**src/rtl/ether_in_if.sv**
```systemverilog
// ether_in_if: RMII receive dibit stream in, payload dibits and frame status out.
interface ether_in_if;
  logic        axiiv;
  logic [1:0]  axiid;
  logic        axiov;
  logic [1:0]  axiod;
  logic        header_valid;
  logic [47:0] dest_mac;
  logic [47:0] src_mac;
  logic [15:0] ethertype;
  logic        frame_done;
  logic        fcs_ok;
  modport master(output axiiv, axiid,
                 input axiov, axiod, header_valid, dest_mac, src_mac, ethertype, frame_done, fcs_ok);
  modport slave(input axiiv, axiid,
                output axiov, axiod, header_valid, dest_mac, src_mac, ethertype, frame_done, fcs_ok);
endinterface

```
**src/rtl/ether_in.sv**
```systemverilog
// ether_in: RMII frame receiver; preamble/SFD sync, header capture, FCS-stripped payload, CRC-32 check.
module ether_in #(
  parameter logic [47:0] MAC_ADDR     = 48'hFFFF_FFFF_FFFF,
  parameter int          MIN_PREAMBLE = 8
) (
  input logic        clk,
  input logic        rst,
  ether_in_if.slave  bus
);
  typedef enum logic [1:0] {IDLE, RECEIVE, CHECK} state_t;
  state_t             state_q, state_d;
  logic [4:0]         pre_cnt_q, pre_cnt_d;
  logic [12:0]        rx_cnt_q, rx_cnt_d;
  logic [15:0][1:0]   dl_q, dl_d;
  logic [31:0]        crc_q, crc_d;
  logic [109:0]       sr_q, sr_d;
  logic [111:0]       hdr_q, hdr_d;
  logic               addr_ok_q, addr_ok_d;
  logic               hv_q, hv_d;
  logic               ov_q, ov_d;
  logic [1:0]         od_q, od_d;
  logic               done_q, done_d;
  logic               fcs_q, fcs_d;
  logic [111:0]       hdr_new;

  function automatic logic [31:0] crc_bit(logic [31:0] c, logic b);
    return {c[30:0], 1'b0} ^ ((c[31] ^ b) ? 32'h04C1_1DB7 : 32'h0);
  endfunction

  // oldest delay-line dibit completes the header when it is popped dibit 55
  assign hdr_new = {sr_q, dl_q[15]};

  always_comb begin
    state_d   = state_q;
    pre_cnt_d = pre_cnt_q;
    rx_cnt_d  = rx_cnt_q;
    dl_d      = dl_q;
    crc_d     = crc_q;
    sr_d      = sr_q;
    hdr_d     = hdr_q;
    addr_ok_d = addr_ok_q;
    hv_d      = 1'b0;
    ov_d      = 1'b0;
    od_d      = 2'b00;
    done_d    = 1'b0;
    fcs_d     = fcs_q;
    if (state_q == IDLE) begin
      pre_cnt_d = (bus.axiiv && bus.axiid == 2'b01) ? ((&pre_cnt_q) ? pre_cnt_q : pre_cnt_q + 5'd1) : 5'd0;
      if (bus.axiiv && bus.axiid == 2'b11 && 32'(pre_cnt_q) >= MIN_PREAMBLE) begin
        state_d   = RECEIVE;
        crc_d     = '1;
        rx_cnt_d  = '0;
        dl_d      = '0;
        addr_ok_d = 1'b0;
      end
    end else if (state_q == RECEIVE) begin
      if (!bus.axiiv) begin
        state_d = CHECK;
        done_d  = 1'b1;
        fcs_d   = rx_cnt_q >= 13'd72 && rx_cnt_q[1:0] == 2'b00 && ~crc_q == dl_q;
      end else begin
        dl_d     = {dl_q[14:0], bus.axiid};
        rx_cnt_d = (&rx_cnt_q) ? rx_cnt_q : rx_cnt_q + 13'd1;
        if (rx_cnt_q >= 13'd16) begin
          crc_d = crc_bit(crc_bit(crc_q, dl_q[15][1]), dl_q[15][0]);
          sr_d  = (rx_cnt_q < 13'd71) ? hdr_new[109:0] : sr_q;
          if (rx_cnt_q == 13'd71) begin
            hdr_d     = hdr_new;
            hv_d      = 1'b1;
            addr_ok_d = hdr_new[111:64] == MAC_ADDR || hdr_new[111:64] == '1;
          end
          ov_d = rx_cnt_q > 13'd71 && addr_ok_q;
          od_d = ov_d ? dl_q[15] : 2'b00;
        end
      end
    end else begin
      state_d   = IDLE;
      pre_cnt_d = '0;
      rx_cnt_d  = '0;
      dl_d      = '0;
    end
  end

  always_ff @(posedge clk or negedge rst) begin
    if (!rst) begin
      state_q   <= IDLE;
      pre_cnt_q <= '0;
      rx_cnt_q  <= '0;
      dl_q      <= '0;
      crc_q     <= '1;
      sr_q      <= '0;
      hdr_q     <= '0;
      addr_ok_q <= 1'b0;
      hv_q      <= 1'b0;
      ov_q      <= 1'b0;
      od_q      <= 2'b00;
      done_q    <= 1'b0;
      fcs_q     <= 1'b0;
    end else begin
      state_q   <= state_d;
      pre_cnt_q <= pre_cnt_d;
      rx_cnt_q  <= rx_cnt_d;
      dl_q      <= dl_d;
      crc_q     <= crc_d;
      sr_q      <= sr_d;
      hdr_q     <= hdr_d;
      addr_ok_q <= addr_ok_d;
      hv_q      <= hv_d;
      ov_q      <= ov_d;
      od_q      <= od_d;
      done_q    <= done_d;
      fcs_q     <= fcs_d;
    end
  end

  assign bus.axiov        = ov_q;
  assign bus.axiod        = od_q;
  assign bus.header_valid = hv_q;
  assign bus.dest_mac     = hdr_q[111:64];
  assign bus.src_mac      = hdr_q[63:16];
  assign bus.ethertype    = hdr_q[15:0];
  assign bus.frame_done   = done_q;
  assign bus.fcs_ok       = fcs_q;
endmodule

```
**src/flat_wrapper.sv**
```systemverilog
// flat-port wrapper written by rule: the top's interface ports become plain ports
module ether_in_flat 
#(
  parameter logic [47:0] MAC_ADDR     = 48'hFFFF_FFFF_FFFF,
  parameter int          MIN_PREAMBLE = 8
)
  (clk, rst, bus_axiiv, bus_axiid, bus_axiov, bus_axiod, bus_header_valid, bus_dest_mac, bus_src_mac, bus_ethertype, bus_frame_done, bus_fcs_ok);
  ether_in_if bus_i ();
  input logic clk;
  input logic rst;
  input wire logic [$bits(bus_i.axiiv)-1:0] bus_axiiv;
  input wire logic [$bits(bus_i.axiid)-1:0] bus_axiid;
  output wire logic [$bits(bus_i.axiov)-1:0] bus_axiov;
  output wire logic [$bits(bus_i.axiod)-1:0] bus_axiod;
  output wire logic [$bits(bus_i.header_valid)-1:0] bus_header_valid;
  output wire logic [$bits(bus_i.dest_mac)-1:0] bus_dest_mac;
  output wire logic [$bits(bus_i.src_mac)-1:0] bus_src_mac;
  output wire logic [$bits(bus_i.ethertype)-1:0] bus_ethertype;
  output wire logic [$bits(bus_i.frame_done)-1:0] bus_frame_done;
  output wire logic [$bits(bus_i.fcs_ok)-1:0] bus_fcs_ok;
  assign bus_i.axiiv = bus_axiiv;
  assign bus_i.axiid = bus_axiid;
  assign bus_axiov = bus_i.axiov;
  assign bus_axiod = bus_i.axiod;
  assign bus_header_valid = bus_i.header_valid;
  assign bus_dest_mac = bus_i.dest_mac;
  assign bus_src_mac = bus_i.src_mac;
  assign bus_ethertype = bus_i.ethertype;
  assign bus_frame_done = bus_i.frame_done;
  assign bus_fcs_ok = bus_i.fcs_ok;
  ether_in #(.MAC_ADDR(MAC_ADDR), .MIN_PREAMBLE(MIN_PREAMBLE)) u_core (.clk(clk), .rst(rst), .bus(bus_i));
endmodule
```
**config.mk**
```make
export PLATFORM = sky130hd
export DESIGN_NAME = ether_in_flat
export DESIGN_NICKNAME = d
export VERILOG_FILES = /design/src/rtl/ether_in_if.sv /design/src/rtl/ether_in.sv /design/src/flat_wrapper.sv
export SDC_FILE = /design/constraint.sdc
export NUM_CORES = 1
export LEC_CHECK = 0
export BUFFER_PORTS_ARGS = -buffer_cell sky130_fd_sc_hd__buf_4
export CAP_MARGIN = 10
export CELL_PAD_IN_SITES_DETAIL_PLACEMENT = 2
export CELL_PAD_IN_SITES_GLOBAL_PLACEMENT = 2
export CORE_MARGIN = 2
export CORE_UTILIZATION = 47
export CTS_BUF_LIST = sky130_fd_sc_hd__clkbuf_8
export DETAILED_ROUTE_END_ITERATION = 10
export PLACE_DENSITY_LB_ADDON = 0.1
export SYNTH_ARGS = -nofsm -noshare
export SYNTH_HDL_FRONTEND = slang
export SYNTH_SLANG_ARGS = --single-unit
```
**constraint.sdc**
```tcl
create_clock -name clk -period 5.31 [get_ports clk]
set_clock_uncertainty 0.1 [all_clocks]
set_input_delay 0.2655 -clock clk [delete_from_list [all_inputs] [get_ports clk]]
set_output_delay 0.2655 -clock clk [all_outputs]
set_load 0.02 [all_outputs]
```
# [After elaboration in Yosys (flattened, before gate mapping)]
# Index checks and enable logic that the tools add are counted.
# Widths: inputs -> output; s select.
[word_totals] reg_bits=313 in_bits=5 out_inout_bits=118
[op_classes] n_addsub=2 order_cmp=5 n_eq_ne=12 n_mux=47 bitwise=7 n_reduce_logical=23
[op_table] cell="$mux 32" count=9
[op_table] cell="$mux 13" count=5
[op_table] cell="$xor 32x32->32" count=2
[op_table] cell="$mux 27" count=2
[op_table] cell="$eq 48x48->1 const B" count=1
[op_table] cell="$eq 32x32->1" count=1
[op_table] cell="$not 32->32" count=1
[op_table] cell="$mux 5" count=4
[op_table] cell="$reduce_and 5->1" count=4
[op_table] cell="$mux 1" count=18
[op_table] cell="$mux 2" count=9
[op_table] cell="$add 13x1->13 const B" count=1
[op_table] cell="$eq 13x7->1 const B" count=1
[op_table] cell="$ge 13x5->1 const B" count=1
[op_table] cell="$ge 13x7->1 const B" count=1
[op_table] cell="$gt 13x7->1 const B" count=1
[op_table] cell="$lt 13x7->1 const B" count=1
[op_table] cell="$reduce_and 13->1" count=1
[op_table] cell="$ne 3x2->1 const B" count=3
[op_table] cell="$reduce_bool 2->1" count=4
[op_table] cell="$logic_and 1x1->1" count=6
[op_table] cell="$reduce_and 2->1" count=3
[op_table] cell="$reduce_and 3->1" count=2
[op_table] cell="$add 5x1->5 const B" count=1
[op_table] cell="other kinds (10)" count=14

# [Logic depth before layout (Yosys ltp)]
[depth] depth_word=10 depth_mapped=8 depth_no_buf=7

# [Worst setup path before layout]
# OpenSTA, ideal clock, no wires.
[synth_timing] path_type="register to register" start="reg u_core.rx_cnt_q[10]" end="reg u_core.hdr_q[17]" setup_ns=0.125 arrival_time_ns=1.970 setup_slack_ns=3.115 path_stages_with_launch=8 path_buffers=3 path_cell_list="dfrtp_1 -> nor4_4 -> nand4_2 -> or3_1 -> buf_2 -> buf_8 -> buf_6 -> mux2_4"
[synth_between] elab_chain_len=2 word_cells_on_any_way=3 cone_classes="1 x order compare; 1 x eq/ne; 1 x reduce/logical"
[synth_lines] item="start, declared" line="ether_in.sv:13" rtl="logic [12:0] rx_cnt_q, rx_cnt_d;"
[synth_lines] item="start signal, assigned" line="ether_in.sv:102" rtl="rx_cnt_q <= rx_cnt_d;"
[synth_lines] item="$ge 13x5->1 or $eq 13x7->1 (tied branches)" line="ether_in.sv:64, ether_in.sv:67"
[synth_lines] item="$reduce_and 5->1 (no source line) *"
[synth_lines] item="end signal, assigned" line="ether_in.sv:106" rtl="hdr_q <= hdr_d;"
[synth_lines] item="end, declared" line="ether_in.sv:17" rtl="logic [111:0] hdr_q, hdr_d;"
# Every way passes the cells marked *; elsewhere a longest branch is shown, timed or not.
# A chain may end at the register's enable or synchronous reset.

# [Worst setup path in the final report]
[layout_timing] start="reg u_core.rx_cnt_q[9]" end="reg u_core.sr_q[58]"
[layout_between] elab_chain_len=2 word_cells_on_any_way=3 cone_classes="2 x order compare; 1 x reduce/logical"
[layout_lines] item="$lt 13x7->1 or $ge 13x5->1 (tied branches)" line="ether_in.sv:66, ether_in.sv:64"
[layout_lines] item="$reduce_and 5->1 (no source line) *"
[layout_lines] item="end signal, assigned" line="ether_in.sv:105" rtl="sr_q <= sr_d;"
[layout_lines] item="end, declared" line="ether_in.sv:16" rtl="logic [109:0] sr_q, sr_d;"
# Marked as above.

==> flow_summary_export.csv <==
group,metric,value,unit
die,floorplan.core_area,0.0276,mm2
global_routing,pin_count_of_the_biggest_net_entering_global_routing,114,
power,peakVddDrop,0.000231,V
yosys,avgSynthCellArea,14.5,um2
yosys,synthDistinctLibCells,50,
global_routing,global_route.usage.met3,0.0354,
setup_path,r2r_depth,5,
layout,post_route_cells_drive_above_1_share,0.436,
detailed_routing,drt_first_pass_iters,4,
layout,num_antenna_cells,0,
power,p_leak,7.76,nW
die,die_y,171,um
yosys,yosys_register_bits,313,
placed_design,post-dp-hpwl,20000,um
sta,tns,0,ns
placed_design,placed_cell_area,0.0143,mm2
setup_path,critPathLaunchType,"flip-flop",
outcome,outcome,"finished clean",
yosys,synth_enable_flop_cells,0,
global_routing,grt_ovf,0,
global_routing,antenna_found_initial,0,
setup_path,criticalPathCategory,"reg2reg",
yosys,yosys_warnings,0,
yosys,sequential_share_of_the_synthesized_area,0.601,
layout,final.fill_count,2505,
setup_path,critPathCaptureType,"flip-flop",
yosys,netlist.area_leader.share,0.537,
setup_path,critical_path_cell_by_cell,"nor4_4 -> o2111ai_1 -> nor2_4 -> buf_12 -> mux2_2",
sta,final.min_clock_period,3.30,ns
detailed_routing,vias,7972,
die,start_util,0.474,
worst_hold_path,hold_path.startpoint,"bus_axiiv",
layout,flow.area_growth_from_synthesis,18.0,%
yosys,synthesis.nets,912,
sta,hold-worst-slack,0.0267,ns
clocking,max-clock-path-buffers,3,
die,full_die_area,0.0292,mm2
sta,hold_violations,0,
power,pwr_density_cell,298,mW/mm2
sta,post-route-worst-setup-slack,2.01,ns
clocking,cts_made_buffers,53,
sta,final.period_utilization,0.622,
clocking,clk_transition_reported_paths,0.06,ns
global_routing,grt_util_all_layers,0.236,
setup_path,timing.rr.start,"u_core.rx_cnt_q[9]$_DFFE_PN0P_",
global_routing,most_used_layer_global_route,"met2",
sta,timing_worst_slew_pin_value,1.11,ns
layout,layout.nets,1053,
setup_path,crit_path_max_incr_delay,0.89,ns
sta,slew_violations,0,
sta,setup_violations,0,
yosys,yosys-top-cells-area,"sky130_fd_sc_hd__dfrtp_1 (54%), sky130_fd_sc_hd__mux2_2 (12%), sky130_fd_sc_hd__mux2_4 (9.2%)",
die,core.rowCount,61,
yosys,yosys.cell_count.top_type,"sky130_fd_sc_hd__dfrtp_1",
die,io_pins,123,
yosys,most_frequent_cells_after_synthesis,"sky130_fd_sc_hd__dfrtp_1 (281), sky130_fd_sc_hd__mux2_2 (143), sky130_fd_sc_hd__mux2_4 (80)",
setup_path,path_max_fanout,77,
global_routing,grt_pass1_wl,53500,um
detailed_routing,routed_wirelength,33500,um
setup_path,data_arrival_time_of_the_worst_path,3.64,ns
global_routing,grtUsageMet2,0.420,
detailed_routing,drt_iter0_drc,365,
worst_hold_path,holdCritPathClass,"in2reg",
setup_path,r2r_end,"u_core.sr_q[58]$_DFFE_PN0P_",
yosys,postSynth.asyncResetShare,1.00,
setup_path,cpMaxStageDelayCell,"sky130_fd_sc_hd__nor2_4",
clocking,library_cell_used_as_clock_root_buffer,"sky130_fd_sc_hd__clkbuf_8",
sta,maxClockFrequency,0.303,GHz
layout,finalInstanceArea,0.0155,mm2
placed_design,placer_congestion_estimate,0.808,
yosys,synthesis.instances,901,
worst_hold_path,hold_end,"u_core.bus.frame_done$_DFF_PN0_",
detailed_routing,wl_per_cell,22.9,um
clocking,htree_levels,2,
detailed_routing,route.antenna.remaining_nets,0,
detailed_routing,drt_drc_violations_left,0,
yosys,netlist.top_cell.by_area,"sky130_fd_sc_hd__dfrtp_1",
yosys,synthesis.area,0.0131,mm2
setup_path,worst_ep_required_time,5.65,ns
yosys,ys.flop_type,"sky130_fd_sc_hd__dfrtp_1",
clocking,sinks_on_clock_net,313,
clocking,worstSkewPairLatency,0.58,ns
sta,relSlewSlack,0.260,
layout,fin_util,0.559,
die,die_width,171,um
setup_path,ff2ff_setup_slack,2.01,ns
placed_design,place_worst_setup_slack,2.00,ns
detailed_routing,vias_per_cell,5.45,
global_routing,grt_util_met1,0.296,
clocking,clock_tree_from_tritoncts,"built",
sta,rsz0062_at_grt,"false",
worst_hold_path,worstHoldPathCells,3,
placed_design,numPortBuffers,122,
global_routing,vias_in_the_first_global_route,9077,
flow_run,drv_cap,0,
-- cell type report --
class / count / area (um2) / share of cell area
inverters: 12 / 45.0 / 0.00292
well taps: 378 / 473 / 0.0306
multi-input cells: 526 / 4930 / 0.319
clock buffers: 70 / 963 / 0.0624
clock inverters: 27 / 109 / 0.00705
flip-flops and latches: 313 / 7870 / 0.510
repair buffers: 136 / 1060 / 0.0687
-- repair_timing --
action	in CTS	in global routing
buffers inserted	0	0
setup endpoints to repair	0	0
hold buffers	3	0
hold endpoints to repair	97	0
resized for setup	0	0
-- logic make-up after synthesis --
family | Yosys count | share of synthesized area
muxes | 229 | 0.219
AOI/OAI and AO/OA | 97 | 0.0530
DFF | 313 | 0.601
xor gates and xnor gates | 52 | 0.0359
and+or+nand+nor | 142 | 0.0596
buffers and inverters | 62 | 0.0249
adders and majority gates | 6 | 0.00573
-- worst max-delay path: cells and delay by family (launching register included) --
kind / cells / cell delay [ns]
buffers and inverters: 1 / 0.45
DFF: 1 / 0.47
and+or+nand+nor: 2 / 1.35
AOI/OAI and AO/OA: 1 / 0.33
muxes: 1 / 0.42
-- per-layer routing --
layer,up-vias,share of wire
met5,-,0
met4,0,0.026
met3,64,0.031
met2,168,0.52
met1,4213,0.42
li1,3527,-
-- state kept, by name, indices dropped and copies added, names as in the netlist --
signal / flops
u_core.bus.axiov: 1
u_core.hdr_q: 112
u_core.addr_ok_q: 1
u_core.pre_cnt_q: 5
u_core.crc_q: 32
u_core.sr_q: 110
u_core.bus.frame_done: 1
u_core.bus.header_valid: 1
u_core.rx_cnt_q: 13
u_core.dl_q: 32
u_core.bus.axiod: 2
u_core.state_q: 2
u_core.bus.fcs_ok: 1
-- worst max path at each step --
stage,startpoint,endpoint,slack (ns),depth (start not counted)
CTS,u_core.rx_cnt_q[5]$_DFFE_PN0P_,u_core.hdr_q[104]$_DFFE_PN0P_,1.99,5
finish,u_core.rx_cnt_q[9]$_DFFE_PN0P_,u_core.sr_q[58]$_DFFE_PN0P_,2.01,5
global placement,u_core.rx_cnt_q[9]$_DFFE_PN0P_,u_core.sr_q[78]$_DFFE_PN0P_,2.10,5
detailed placement,u_core.rx_cnt_q[5]$_DFFE_PN0P_,u_core.hdr_q[104]$_DFFE_PN0P_,2.00,5
global route,u_core.rx_cnt_q[9]$_DFFE_PN0P_,u_core.sr_q[58]$_DFFE_PN0P_,1.82,5
floorplan,u_core.rx_cnt_q[10]$_DFFE_PN0P_,u_core.hdr_q[17]$_DFFE_PN0P_,3.12,7
-- per-stage QoR --
| stage | power (W) | std cells |
|---|---|---|
| 6_report | 0.00461 | 1462 |
| 5_1_grt | 0.00478 | 1462 |
| 4_1_cts | 0.00467 | 1462 |
| 3_5_place_dp | 0.00249 | 1362 |
| 3_3_place_gp | 0.00249 | 1362 |
| 2_1_floorplan | 0.00243 | 901 |
-- cells in the final DEF (no fill, tap or decap), types with 3 or more instances in the layout --
master	Yosys	routed
sky130_fd_sc_hd__ha_1	6	6
sky130_fd_sc_hd__o21ai_0	15	15
sky130_fd_sc_hd__mux2_4	80	80
sky130_fd_sc_hd__xnor2_1	44	44
sky130_fd_sc_hd__dfstp_2	32	32
sky130_fd_sc_hd__nor3_1	22	22
sky130_fd_sc_hd__nor4_1	15	15
sky130_fd_sc_hd__nand2_1	30	30
sky130_fd_sc_hd__nand4_1	17	17
sky130_fd_sc_hd__mux2i_1	6	6
sky130_fd_sc_hd__dfrtp_1	281	281
sky130_fd_sc_hd__clkbuf_8	0	70
sky130_fd_sc_hd__nand2b_1	7	7
sky130_fd_sc_hd__nand4b_1	3	3
sky130_fd_sc_hd__and2_1	3	3
sky130_fd_sc_hd__buf_4	0	130
sky130_fd_sc_hd__o2111a_1	3	3
sky130_fd_sc_hd__a21o_1	3	3
sky130_fd_sc_hd__a22o_1	34	34
sky130_fd_sc_hd__a31oi_1	8	7
sky130_fd_sc_hd__inv_1	12	36
sky130_fd_sc_hd__mux2_2	143	143
sky130_fd_sc_hd__o31ai_1	6	6
sky130_fd_sc_hd__dlygate4sd3_1	0	3
sky130_fd_sc_hd__nand3_1	6	6
sky130_fd_sc_hd__xor2_1	6	6
sky130_fd_sc_hd__a21oi_1	19	19
sky130_fd_sc_hd__nor2_1	21	19
sky130_fd_sc_hd__or4_1	7	7
-- power breakdown --
part / internal, W / switching (W)
logic: 0.00000842 / 0.0000503
clock network: 0.00117 / 0.000989
registers: 0.00239 / 0.00000156
Note: power is estimated with default switching activity, not from simulation.
